--- src/rtl/pong_pkg.sv ---
`default_nettype none
// ============================================================================
//  Module      : pong_pkg
//  Description : Shared types and constants for the LED Pong scoreboard.
//                Contents: the game state encoding, the winner codes and the
//                width of one BCD digit.
//  Revision    : 1.0 - initial release
// ============================================================================
package pong_pkg;

   // Width of one BCD digit.
   localparam int BCD_W = 4;

   // Game state encoding.
   typedef enum logic [0:0] {
      ST_PLAY = 1'b0,
      ST_OVER = 1'b1
   } state_t;

   // Winner codes, as they appear on the winner output.
   localparam logic [1:0] WIN_NONE = 2'b00;
   localparam logic [1:0] WIN_P1   = 2'b01;
   localparam logic [1:0] WIN_P2   = 2'b10;
   localparam logic [1:0] WIN_DRAW = 2'b11;

endpackage : pong_pkg
`default_nettype wire

--- src/rtl/bcd2_counter.sv ---
`default_nettype none
// ============================================================================
//  Module      : bcd2_counter
//  Description : Two-digit BCD up counter. It has a synchronous clear and an
//                increment input. It also outputs the value the counter would
//                hold after an increment, so the caller can check for a win
//                on the new score without waiting one cycle.
//  Ports       : clk, rst (async, active-high)
//                inc       - add one on this edge
//                clr       - synchronous clear to 00; overrides inc
//                tens/ones - registered count
//                nxt_tens/nxt_ones - count after an increment (combinational)
//  Revision    : 1.0 - initial release
// ============================================================================
module bcd2_counter
   import pong_pkg::*;
(
   input  logic             clk,
   input  logic             rst,
   input  logic             inc,
   input  logic             clr,
   output logic [BCD_W-1:0] tens,
   output logic [BCD_W-1:0] ones,
   output logic [BCD_W-1:0] nxt_tens,
   output logic [BCD_W-1:0] nxt_ones
);

   logic [BCD_W-1:0] r_tens;
   logic [BCD_W-1:0] r_ones;

   // Incremented value. The tens digit wraps 9 -> 0 only so that every
   // value stays valid BCD. The caller stops counting at the winning score,
   // so this wrap never happens in use.
   always_comb begin
      nxt_tens = r_tens;
      nxt_ones = r_ones + 4'd1;
      if (r_ones == 4'd9) begin
         nxt_ones = 4'd0;
         nxt_tens = (r_tens == 4'd9) ? 4'd0 : r_tens + 4'd1;
      end
   end

   always_ff @(posedge clk or posedge rst) begin
      if (rst) begin
         r_tens <= '0;
         r_ones <= '0;
      end else if (clr) begin
         r_tens <= '0;
         r_ones <= '0;
      end else if (inc) begin
         r_tens <= nxt_tens;
         r_ones <= nxt_ones;
      end
   end

   assign tens = r_tens;
   assign ones = r_ones;

endmodule : bcd2_counter
`default_nettype wire

--- src/rtl/pong_scoreboard.sv ---
`default_nettype none
// ============================================================================
//  Module      : pong_scoreboard
//  Description : Score keeper for LED Pong. It detects rising edges on the
//                point inputs, keeps a two-digit BCD score for each player,
//                detects the winning score and freezes play at game over.
//  Ports       : clk, rst (async, active-high)
//                p1_point, p2_point - scoring levels from game logic
//                new_game           - level-sensitive clear and restart
//                dig3/dig2          - P1 tens/ones (BCD)
//                dig1/dig0          - P2 tens/ones (BCD)
//                game_over          - high in the OVER state
//                winner             - 00 none, 01 P1, 10 P2, 11 draw
//  Revision    : 1.0 - initial release
// ============================================================================
module pong_scoreboard
   import pong_pkg::*;
#(
   parameter int WIN_SCORE = 11
)(
   input  logic             clk,
   input  logic             rst,
   input  logic             p1_point,
   input  logic             p2_point,
   input  logic             new_game,
   output logic [BCD_W-1:0] dig3,
   output logic [BCD_W-1:0] dig2,
   output logic [BCD_W-1:0] dig1,
   output logic [BCD_W-1:0] dig0,
   output logic             game_over,
   output logic [1:0]       winner
);

   localparam logic [BCD_W-1:0] c_win_tens = BCD_W'(WIN_SCORE / 10);
   localparam logic [BCD_W-1:0] c_win_ones = BCD_W'(WIN_SCORE % 10);

   state_t           r_state;
   state_t           w_state_nxt;
   logic [1:0]       r_winner;
   logic [1:0]       w_winner_nxt;
   logic             r_p1_q;
   logic             r_p2_q;

   logic             w_p1_ev;
   logic             w_p2_ev;
   logic             w_p1_inc;
   logic             w_p2_inc;
   logic             w_p1_hit;
   logic             w_p2_hit;

   logic [BCD_W-1:0] w_p1_nxt_tens;
   logic [BCD_W-1:0] w_p1_nxt_ones;
   logic [BCD_W-1:0] w_p2_nxt_tens;
   logic [BCD_W-1:0] w_p2_nxt_ones;

   // The edge registers follow the inputs in every cycle. This includes
   // cycles where new_game discards the event, so a level that stays high
   // after new_game does not count later.
   always_ff @(posedge clk or posedge rst) begin
      if (rst) begin
         r_p1_q <= 1'b0;
         r_p2_q <= 1'b0;
      end else begin
         r_p1_q <= p1_point;
         r_p2_q <= p2_point;
      end
   end

   assign w_p1_ev  = p1_point & ~r_p1_q;
   assign w_p2_ev  = p2_point & ~r_p2_q;

   // Counting happens only in PLAY. new_game overrides any point event in
   // the same cycle.
   assign w_p1_inc = w_p1_ev & (r_state == ST_PLAY) & ~new_game;
   assign w_p2_inc = w_p2_ev & (r_state == ST_PLAY) & ~new_game;

   bcd2_counter u_p1_score (
      .clk      (clk),
      .rst      (rst),
      .inc      (w_p1_inc),
      .clr      (new_game),
      .tens     (dig3),
      .ones     (dig2),
      .nxt_tens (w_p1_nxt_tens),
      .nxt_ones (w_p1_nxt_ones)
   );

   bcd2_counter u_p2_score (
      .clk      (clk),
      .rst      (rst),
      .inc      (w_p2_inc),
      .clr      (new_game),
      .tens     (dig1),
      .ones     (dig0),
      .nxt_tens (w_p2_nxt_tens),
      .nxt_ones (w_p2_nxt_ones)
   );

   // The win check uses the score after the increment. Scores move up one
   // at a time from 00, so an equality test is enough. The winner is then
   // registered on the same edge as the winning digit.
   assign w_p1_hit = w_p1_inc && (w_p1_nxt_tens == c_win_tens) && (w_p1_nxt_ones == c_win_ones);
   assign w_p2_hit = w_p2_inc && (w_p2_nxt_tens == c_win_tens) && (w_p2_nxt_ones == c_win_ones);

   always_ff @(posedge clk or posedge rst) begin
      if (rst) begin
         r_state  <= ST_PLAY;
         r_winner <= WIN_NONE;
      end else begin
         r_state  <= w_state_nxt;
         r_winner <= w_winner_nxt;
      end
   end

   always_comb begin
      w_state_nxt  = r_state;
      w_winner_nxt = r_winner;
      if (new_game) begin
         w_state_nxt  = ST_PLAY;
         w_winner_nxt = WIN_NONE;
      end else begin
         case (r_state)
            ST_PLAY: begin
               if (w_p1_hit && w_p2_hit) begin
                  w_state_nxt  = ST_OVER;
                  w_winner_nxt = WIN_DRAW;
               end else if (w_p1_hit) begin
                  w_state_nxt  = ST_OVER;
                  w_winner_nxt = WIN_P1;
               end else if (w_p2_hit) begin
                  w_state_nxt  = ST_OVER;
                  w_winner_nxt = WIN_P2;
               end
            end
            ST_OVER: begin
               w_state_nxt = ST_OVER;
            end
            default: begin
               w_state_nxt  = ST_PLAY;
               w_winner_nxt = WIN_NONE;
            end
         endcase
      end
   end

   assign game_over = (r_state == ST_OVER);
   assign winner    = r_winner;

endmodule : pong_scoreboard
`default_nettype wire

--- config.mk ---
export PLATFORM = sky130hd
export DESIGN_NAME = pong_scoreboard
export DESIGN_NICKNAME = d
export VERILOG_FILES = /design/src/rtl/pong_pkg.sv /design/src/rtl/bcd2_counter.sv /design/src/rtl/pong_scoreboard.sv
export SDC_FILE = /design/constraint.sdc
export NUM_CORES = 1
export LEC_CHECK = 0
export CORE_ASPECT_RATIO = 1.2
export CORE_MARGIN = 1
export CORE_UTILIZATION = 55
export DETAILED_ROUTE_END_ITERATION = 16
export PLACE_DENSITY = 0.8
export REMOVE_ABC_BUFFERS = 1
export SLEW_MARGIN = 15
export SYNTH_ARGS = -nofsm -noshare
export SYNTH_HDL_FRONTEND = slang
export SYNTH_SLANG_ARGS = --single-unit
--- constraint.sdc ---
create_clock -name clk -period 4.5 [get_ports clk]
set_clock_uncertainty 0.15 [all_clocks]
set_input_delay 1.125 -clock clk [delete_from_list [all_inputs] [get_ports clk]]
set_output_delay 1.125 -clock clk [all_outputs]
set_load 0.01 [all_outputs]
; After elaboration in Yosys (flattened, before gate mapping)
; Cells that the tools add are included.
[classes]
add_sub_neg = 4
n_eq_ne = 9
mux = 24
bitwise_logic = 10
n_reduce_logical = 9
[ops]
columns = op, count
row1 = 2-to-1 mux 4 bit, 14
row2 = "adder 4 x 1 -> 4 bit, second input constant", 4
row3 = "equality test 4 x 1 -> 1 bit, second input constant", 4
row4 = "equality test 4 bit, second input constant", 4
row5 = 2-to-1 mux 2 bit, 5
row6 = AND 1 bit, 6
row7 = logical AND 1 bit, 5
row8 = 2-to-1 mux 1 bit, 4
row9 = NOT 1 bit, 4
row10 = nonzero test 2 bit, 2
row11 = nonzero test 4 bit, 1
row12 = "!= test 2 bit, second input constant", 1
row13 = one-hot mux 1 bit (2 select lines), 1
row14 = AND reduction 2 bit, 1
[totals]
ff_bits = 21
input_bits = 5
output_inout_bits = 19
wordCells = 64

; Depth between registers and ports, before layout
; Gate-level depths: netlist of run 1.
[logic_depth]
ltp_word = 11
mapped_depth = 8
ltp_nobuf = 7

; Hierarchy
; From an unflattened synthesis of run 1, not the netlist that was laid out.
[hier_totals]
hier_cells = 152
area_unflattened_um2 = 1519.0
[modules_own_cells]
columns = mod, instances, cells_each, area_per_inst_um2
row1 = bcd2_counter, 2, 66, 601.8
row2 = pong_scoreboard, 1, 20, 315.3

; Least setup slack after synthesis of run 1
; No wires, ideal clock.
[synth_timing]
kind = input to register
start = input port p2_point
end = register r_state (netlist: game_over)
setup_ns = 0.082
arrival_ns = 2.381
path_slack_ns = 1.887
stages = 4
path_buffers = 0
cell_sequence = nor3b_1 > nand3_1 > or4b_1 > a31oi_1
[synth_via]
elab_chain_len = 10
elab_cells_between_ends = 11
[synth_lines]
columns = element, line
row1 = start: declaration, pong_scoreboard.sv:24  ; input logic p2_point,
row2 = AND 1 bit (*), pong_scoreboard.sv:70  ; assign w_p2_ev = p2_point & ~r_p2_q;
row3 = AND 1 bit (*) (2 in series), pong_scoreboard.sv:75  ; assign w_p2_inc = w_p2_ev & (r_state == ST_PLAY) & ~new_game;
row4 = logical AND 1 bit (*) (2 in series), pong_scoreboard.sv:103  ; assign w_p2_hit = w_p2_inc && (w_p2_nxt_tens == c_win_tens) && (w_p2_nxt_ones == c_win_ones);
row5 = 2-to-1 mux 1 bit, pong_scoreboard.sv:130  ; end else if (w_p2_hit) begin
row6 = 2-to-1 mux 1 bit, pong_scoreboard.sv:127  ; end else if (w_p1_hit) begin
row7 = 2-to-1 mux 1 bit (*), pong_scoreboard.sv:124  ; if (w_p1_hit && w_p2_hit) begin
row8 = one-hot mux 1 bit (2 select lines) (*), pong_scoreboard.sv:122  ; case (r_state)
row9 = 2-to-1 mux 1 bit (*), pong_scoreboard.sv:118  ; if (new_game) begin
row10 = named net w_state_nxt, pong_scoreboard.sv:38  ; state_t w_state_nxt;
row11 = end signal: assignment, pong_scoreboard.sv:110  ; r_state <= w_state_nxt;
row12 = end: declaration, pong_scoreboard.sv:37  ; state_t r_state;
; Mark *: on every way through the listed nets, which the timed path passes. The rest lies on a longest branch.
; A chain may end at the register's enable or synchronous reset.

; Worst setup path in the final report of run 1
; Same ends and word-level chain as after synthesis.

==> impl_metrics.tcl, run 1 <==
set metrics [dict create \
    status "complete, no violations" \
    start_kind "input pin" \
    netlist_area_um2 1250 \
    tightest_slew_ps 812 \
    drc 0 \
    ios 24 \
    core_um2 2090 \
    synth_ff_type "dfrtp_1" \
    startpoint "p2_point" \
    hold_buffers 0 \
    required_ps 4580 \
    hold_violations 0 \
    grt_max_degree 22 \
    drtIter0Drc 15 \
    cp_num_buf_inv 1 \
    max-cap-violations 0 \
    critPathKind "in -> reg" \
    avgSynthCellArea_um2 8.92 \
    synth_top_area_share_pct 42.1 \
    hold_path_class "reg -> reg" \
    diodes 0 \
    power_leakage_uw 0.000627 \
    die_y_um 54.2 \
    antenna_found_initial 0 \
    hold_ws_ps 398 \
    ys_seq_area_share_pct 42.1 \
    cts-root-buf "clkbuf_4" \
    cts.sinks 21 \
    cts_resized 0 \
    slew_headroom_pct 45.8 \
    cts.clk_slew.worst_paths_ps 120 \
    overflow 0 \
    r2r-start "u_p2_score.ones[1]" \
    r2r_slack_ps 2080 \
    post-route-min-period_ps 2990 \
    cts_buffer_depth 2 \
    rsz0062_at_grt "no" \
    power_density_nw_per_um2 212 \
    synth_top_area_cell "dfrtp_1" \
    async_flop_share_pct 100 \
    grt_usage_pct 22.2 \
    die_w_um 45.5 \
    viasPerCell 5.56 \
    clkLatencyLatePin_ps 300 \
    crit_arrival_ps 3070 \
    area_delta_synth_final_pct 22.0 \
    setup_viol 0 \
    ys_ff_latch 21 \
    slowest_delay_ps 550 \
    drt_pass1_iterations 4 \
    rows 18 \
    synth_edf_count 0 \
    tns_ps 0 \
    h-tree-depth 1 \
    cpMaxStageDelayCell "nor3b_1" \
    drt_wl_total_mm 2.50 \
    portBuffers 23 \
    slew_violations 0 \
    max_freq_mhz 334 \
    netlist_instances 140 \
    drt.antenna.violating_nets 0 \
    cts_buffers 3 \
    initial_core_util_pct 59.6 \
    grt_pass1_vias 956 \
    grt_pass1_wl_mm 3.99 \
    layout-drive-gt1-share_pct 4.88 \
    synth_area_leaders "dfrtp_1 (42%), ha_1 (6.0%), nand2_1 (5.4%)" \
    period_share_pct 66.5 \
    ys_warn_count 0 \
    path_max_fanout 6 \
    dpl.hpwl_mm 1.76 \
    gp_congestion 0.850 \
    path_delay_family "simple AND/OR/NAND/NOR gates" \
    min_from "winner[1]" \
    post_cts_buffers 0 \
    drt-wirelength-per-cell_um 12.9 \
    dieArea_um2 2470 \
    ir_drop_v 0.000178 \
    cts_tree "yes" \
    final_nets 176 \
    synth_cell_types 34 \
    end_kind "register" \
    vias 1078 \
    worstPathCellList "clkdlybuf4s50_1 > nor3b_1 > nand3_1 > or4b_1 > a31oi_1" \
]
-- power breakdown --
group / total [uW] / internal [uW] / switching, uW
Combinational: 36.0 / 15.5 / 20.5
Clock: 91.3 / 34.5 / 56.8
Sequential: 196 / 192 / 4.11
-- final cells by class --
class / instances / area (um2)
Clock buffer: 4 / 26.3
Tap cell: 30 / 37.5
Timing Repair Buffer: 25 / 245
Sequential cell: 21 / 526
Multi-Input combinational cell: 107 / 663
Inverter: 7 / 26.3
Fill cell: 177 / 571
-- flip-flops by register name, indices dropped and copies added, names as in the netlist --
register and flops:
u_p1_score.ones 4, u_p1_score.tens 4, u_p2_score.ones 4, u_p2_score.tens 4, winner 2, game_over 1
r_p1_q 1, r_p2_q 1
-- Yosys cell counts, types with 2 or more instances --
master and number:
xnor2_1 3, dfrtp_1 21, nor2b_1 4, a21oi_1 9, o21ai_0 9, ha_1 6, nor3b_1 4, nand3_1 6
clkbuf_1 3, a211oi_1 2, nor3_1 5, xor2_1 4, inv_1 7, a22oi_1 2, nor2_1 18, buf_6 2
nand2_1 18
-- layer usage --
layer | global-route usage, % | share of wire (%) | wire length (um)
met5 | 0 | 0 | 0
met4 | 8.59 | 0.52 | 13
met3 | 3.02 | 5.8 | 144
met2 | 35.2 | 49 | 1220
met1 | 30.3 | 45 | 1120
-- path summary, 6_finish.rpt --
path                                      end  depth (start not counted)
setup / recovery                    game_over                          5
hold / removal                      winner[1]                          1
setup reg to reg                    game_over                          7
hold reg to reg                     winner[1]                          1
max in group asynchronous  u_p1_score.tens[3]                          2
min in group asynchronous  u_p2_score.tens[3]                          2
-- stage by stage --
stage	cell area (um2)	cells	setup slack, ps	util (%)	total power, uW
2_1_floorplan	1210	135	1890	-	218
3_3_place_gp	1500	190	1250	71.5	234
3_5_place_dp	1500	190	1210	71.5	236
4_1_cts	1520	194	1520	72.8	327
5_1_grt	1520	194	1350	72.8	340
6_report	1520	194	1510	72.8	323
-- cells in the final DEF, fill, tap and decap left out --
cell,count
xnor2_1,3
clkbuf_1,1
inv_1,7
nand3_1,6
a21o_1,1
a211oi_1,2
or3b_2,1
nand4b_1,1
or4b_1,1
a41o_1,1
clkbuf_4,3
a2111oi_4,1
a22oi_1,2
nand2b_1,1
nor3_1,5
nor4b_2,1
dfrtp_1,21
o21ai_0,9
clkdlybuf4s50_1,23
a21oi_1,9
a31oi_1,1
xor2_1,4
and4b_1,1
o211ai_1,1
buf_4,2
nor2_1,18
or3_1,1
ha_1,6
a31o_1,1
nand2_1,18
or4_1,1
nor3b_1,4
o22ai_1,1
nand4_1,1
nor2b_1,4
and3b_1,1
-- logic make-up (layout without fill, tap and decap cells) --
kind of cell	after synthesis	after routing	share of synthesized area [%]
AOI/OAI and AO/OA	29	29	15.5
xor gates and xnor gates	7	7	4.91
adders and majority gates	6	6	6.01
buffers and inverters	12	36	4.81
DFF	21	21	42.1
and+or+nand+nor	65	65	26.7
(Power assumes the default switching activity.)
==> inputs of run 2 (changes only) <==
--- a/config.mk
+++ b/config.mk
@@ -7,9 +7,9 @@
 export LEC_CHECK = 0
 export CORE_ASPECT_RATIO = 1.2
 export CORE_MARGIN = 1
-export CORE_UTILIZATION = 55
+export CORE_UTILIZATION = 51
 export DETAILED_ROUTE_END_ITERATION = 16
-export PLACE_DENSITY = 0.8
+export PLACE_DENSITY = 0.75
 export REMOVE_ABC_BUFFERS = 1
 export SLEW_MARGIN = 15
 export SYNTH_ARGS = -nofsm -noshare
==> constraint.sdc (replaced) <==
create_clock -name clk -period 3.1 [get_ports clk]
set_clock_uncertainty 0.15 [all_clocks]
set_input_delay 0.775 -clock clk [delete_from_list [all_inputs] [get_ports clk]]
set_output_delay 0.775 -clock clk [all_outputs]
set_load 0.01 [all_outputs]
==> impl_metrics.tcl, run 2 (synthesis gave the netlist of run 1 again) <==
set metrics [dict create \
    crit_arrival_ps 1470 \
    start_kind "register" \
    whs_endpoint "winner[1]" \
    slowest_delay_ps 610 \
    drc 0 \
    period_share_pct 77.4 \
    layout_commonest_cell "clkdlybuf4s50_1" \
    cts.clk_slew.worst_paths_ps 120 \
    share_comb_of_total_power_pct 10.9 \
    whs_path_depth 1 \
    path_max_fanout 8 \
    cts_resized 0 \
    portBuffers 23 \
    cts_tree "yes" \
    cts_buffers 3 \
    rows 19 \
    cts-root-buf "clkbuf_4" \
    final_cell_mix "clkdlybuf4s50_1 (23), dfrtp_1 (21), nand2_1 (18), nor2_1 (18)" \
    layout-drive-gt1-share_pct 6.06 \
    power_density_nw_per_um2 307 \
    drt_wl_total_mm 2.44 \
    grt_pass1_wl_mm 4.22 \
    dpl.hpwl_mm 1.85 \
    power_leakage_uw 0.000631 \
    drt_pass1_iterations 3 \
    setup_viol 0 \
    viasPerCell 5.33 \
    switching_share_pct 25.6 \
    post_cts_buffers 0 \
    gp_congestion 0.796 \
    critPathKind "reg -> out" \
    cpMaxStageDelayCell "clkdlybuf4s50_1" \
    final_area_um2 1540 \
    worstPathCellList "clkdlybuf4s50_1" \
    antenna_found_initial 0 \
    path_delay_family "buffers and inverters" \
    min_from "winner[1]" \
    slew_violations 0 \
    hold_buffers 0 \
    area_delta_synth_final_pct 23.0 \
    tightest_slew_ps 769 \
    cp_num_buf_inv 1 \
    initial_core_util_pct 54.2 \
    slew_headroom_pct 48.7 \
    r2r_slack_ps 740 \
    clkLatencyLatePin_ps 310 \
    p_switching_uw 121 \
    internal_power_uw 351 \
    max_freq_mhz 417 \
    core_um2 2310 \
    post-route-min-period_ps 2400 \
    clock_power_share_pct 28.7 \
    grt_max_degree 22 \
    drtIter0Drc 13 \
    overflow 0 \
    n_fill_cell 202 \
    final_nets 177 \
    die_y_um 56.2 \
    p_total_uw 472 \
    drt.antenna.violating_nets 0 \
    hold_ws_ps 401 \
    p_seq_share_pct 60.4 \
    required_ps 2170 \
    hold_violations 0 \
    regToRegEndpoint "game_over" \
    cts.sinks 21 \
    grt_usage_pct 22.0 \
    end_kind "primary output" \
    r2r-start "u_p2_score.ones[0]" \
    hold_path_class "reg -> reg" \
    grt_pass1_vias 981 \
    ir_drop_v 0.000291 \
    vias 1045 \
    dieArea_um2 2650 \
    diodes 0 \
    dpl_cell_area_um2 1510 \
    max-cap-violations 0 \
    tns_ps 0 \
    die_w_um 47.2 \
    ios 24 \
    rsz0062_at_grt "no" \
    h-tree-depth 1 \
    rr_worst_depth 6 \
    status "complete, no violations" \
    drt-wirelength-per-cell_um 12.5 \
    cts_buffer_depth 2 \
]
[run 2: cell count changes in the layout (fill, tap and decap cells not counted), sizes merged]
cell	before	now
clkinvlp	0	1
clkbuf	4	3
buf	2	3
[run 2: worst max-delay path by stage]
stage	startpoint	to	slack (ps)	cells after the start
after floorplan	p2_point	game_over	840	4
after global placement	p1_point	winner[1]	520	5
after detailed placement	p1_point	winner[1]	450	5
after CTS	u_p2_score.tens[1]	dig1[1]	680	1
after global routing	u_p2_score.tens[1]	dig1[1]	610	1
final	u_p2_score.tens[1]	dig1[1]	700	1
[run 2: power by group through the flow]
stage,registers [uW],clock network (uW),logic [uW]
after floorplan,291,0,25.2
after global placement,290,0,51.4
after detailed placement,290,0,52.9
after CTS,285,141,52.8
after global routing,286,155,58.7
final,285,135,51.6
[run 2: area by class of cell]
type / instances / area [um2] / area share, %
tap: 31 / 38.8 / 2.52
clock inverter: 1 / 7.51 / 0.489
clock buffer: 3 / 22.5 / 1.47
timing repair buffer: 26 / 253 / 16.4
sequential: 21 / 526 / 34.2
multi-input combinational: 107 / 663 / 43.2
inverter: 7 / 26.3 / 1.71
[run 2: stage by stage]
step | std cells | utilization [%] | setup slack, ps
floorplan | 135 | - | 837
global placement | 192 | 65.3 | 516
detailed placement | 192 | 65.3 | 455
CTS | 196 | 66.6 | 676
global route | 196 | 66.6 | 614
finish | 196 | 66.6 | 700
[run 2: per-layer routing]
| metal | up-vias | track usage [%] | part of all wire, % |
|---|---|---|---|
| li1 | 542 | - | - |
| met1 | 477 | 26.6 | 42 |
| met2 | 19 | 36.9 | 53 |
| met3 | 7 | 2.92 | 2.6 |
| met4 | 0 | 9.80 | 2.5 |
| met5 | - | 0 | 0 |
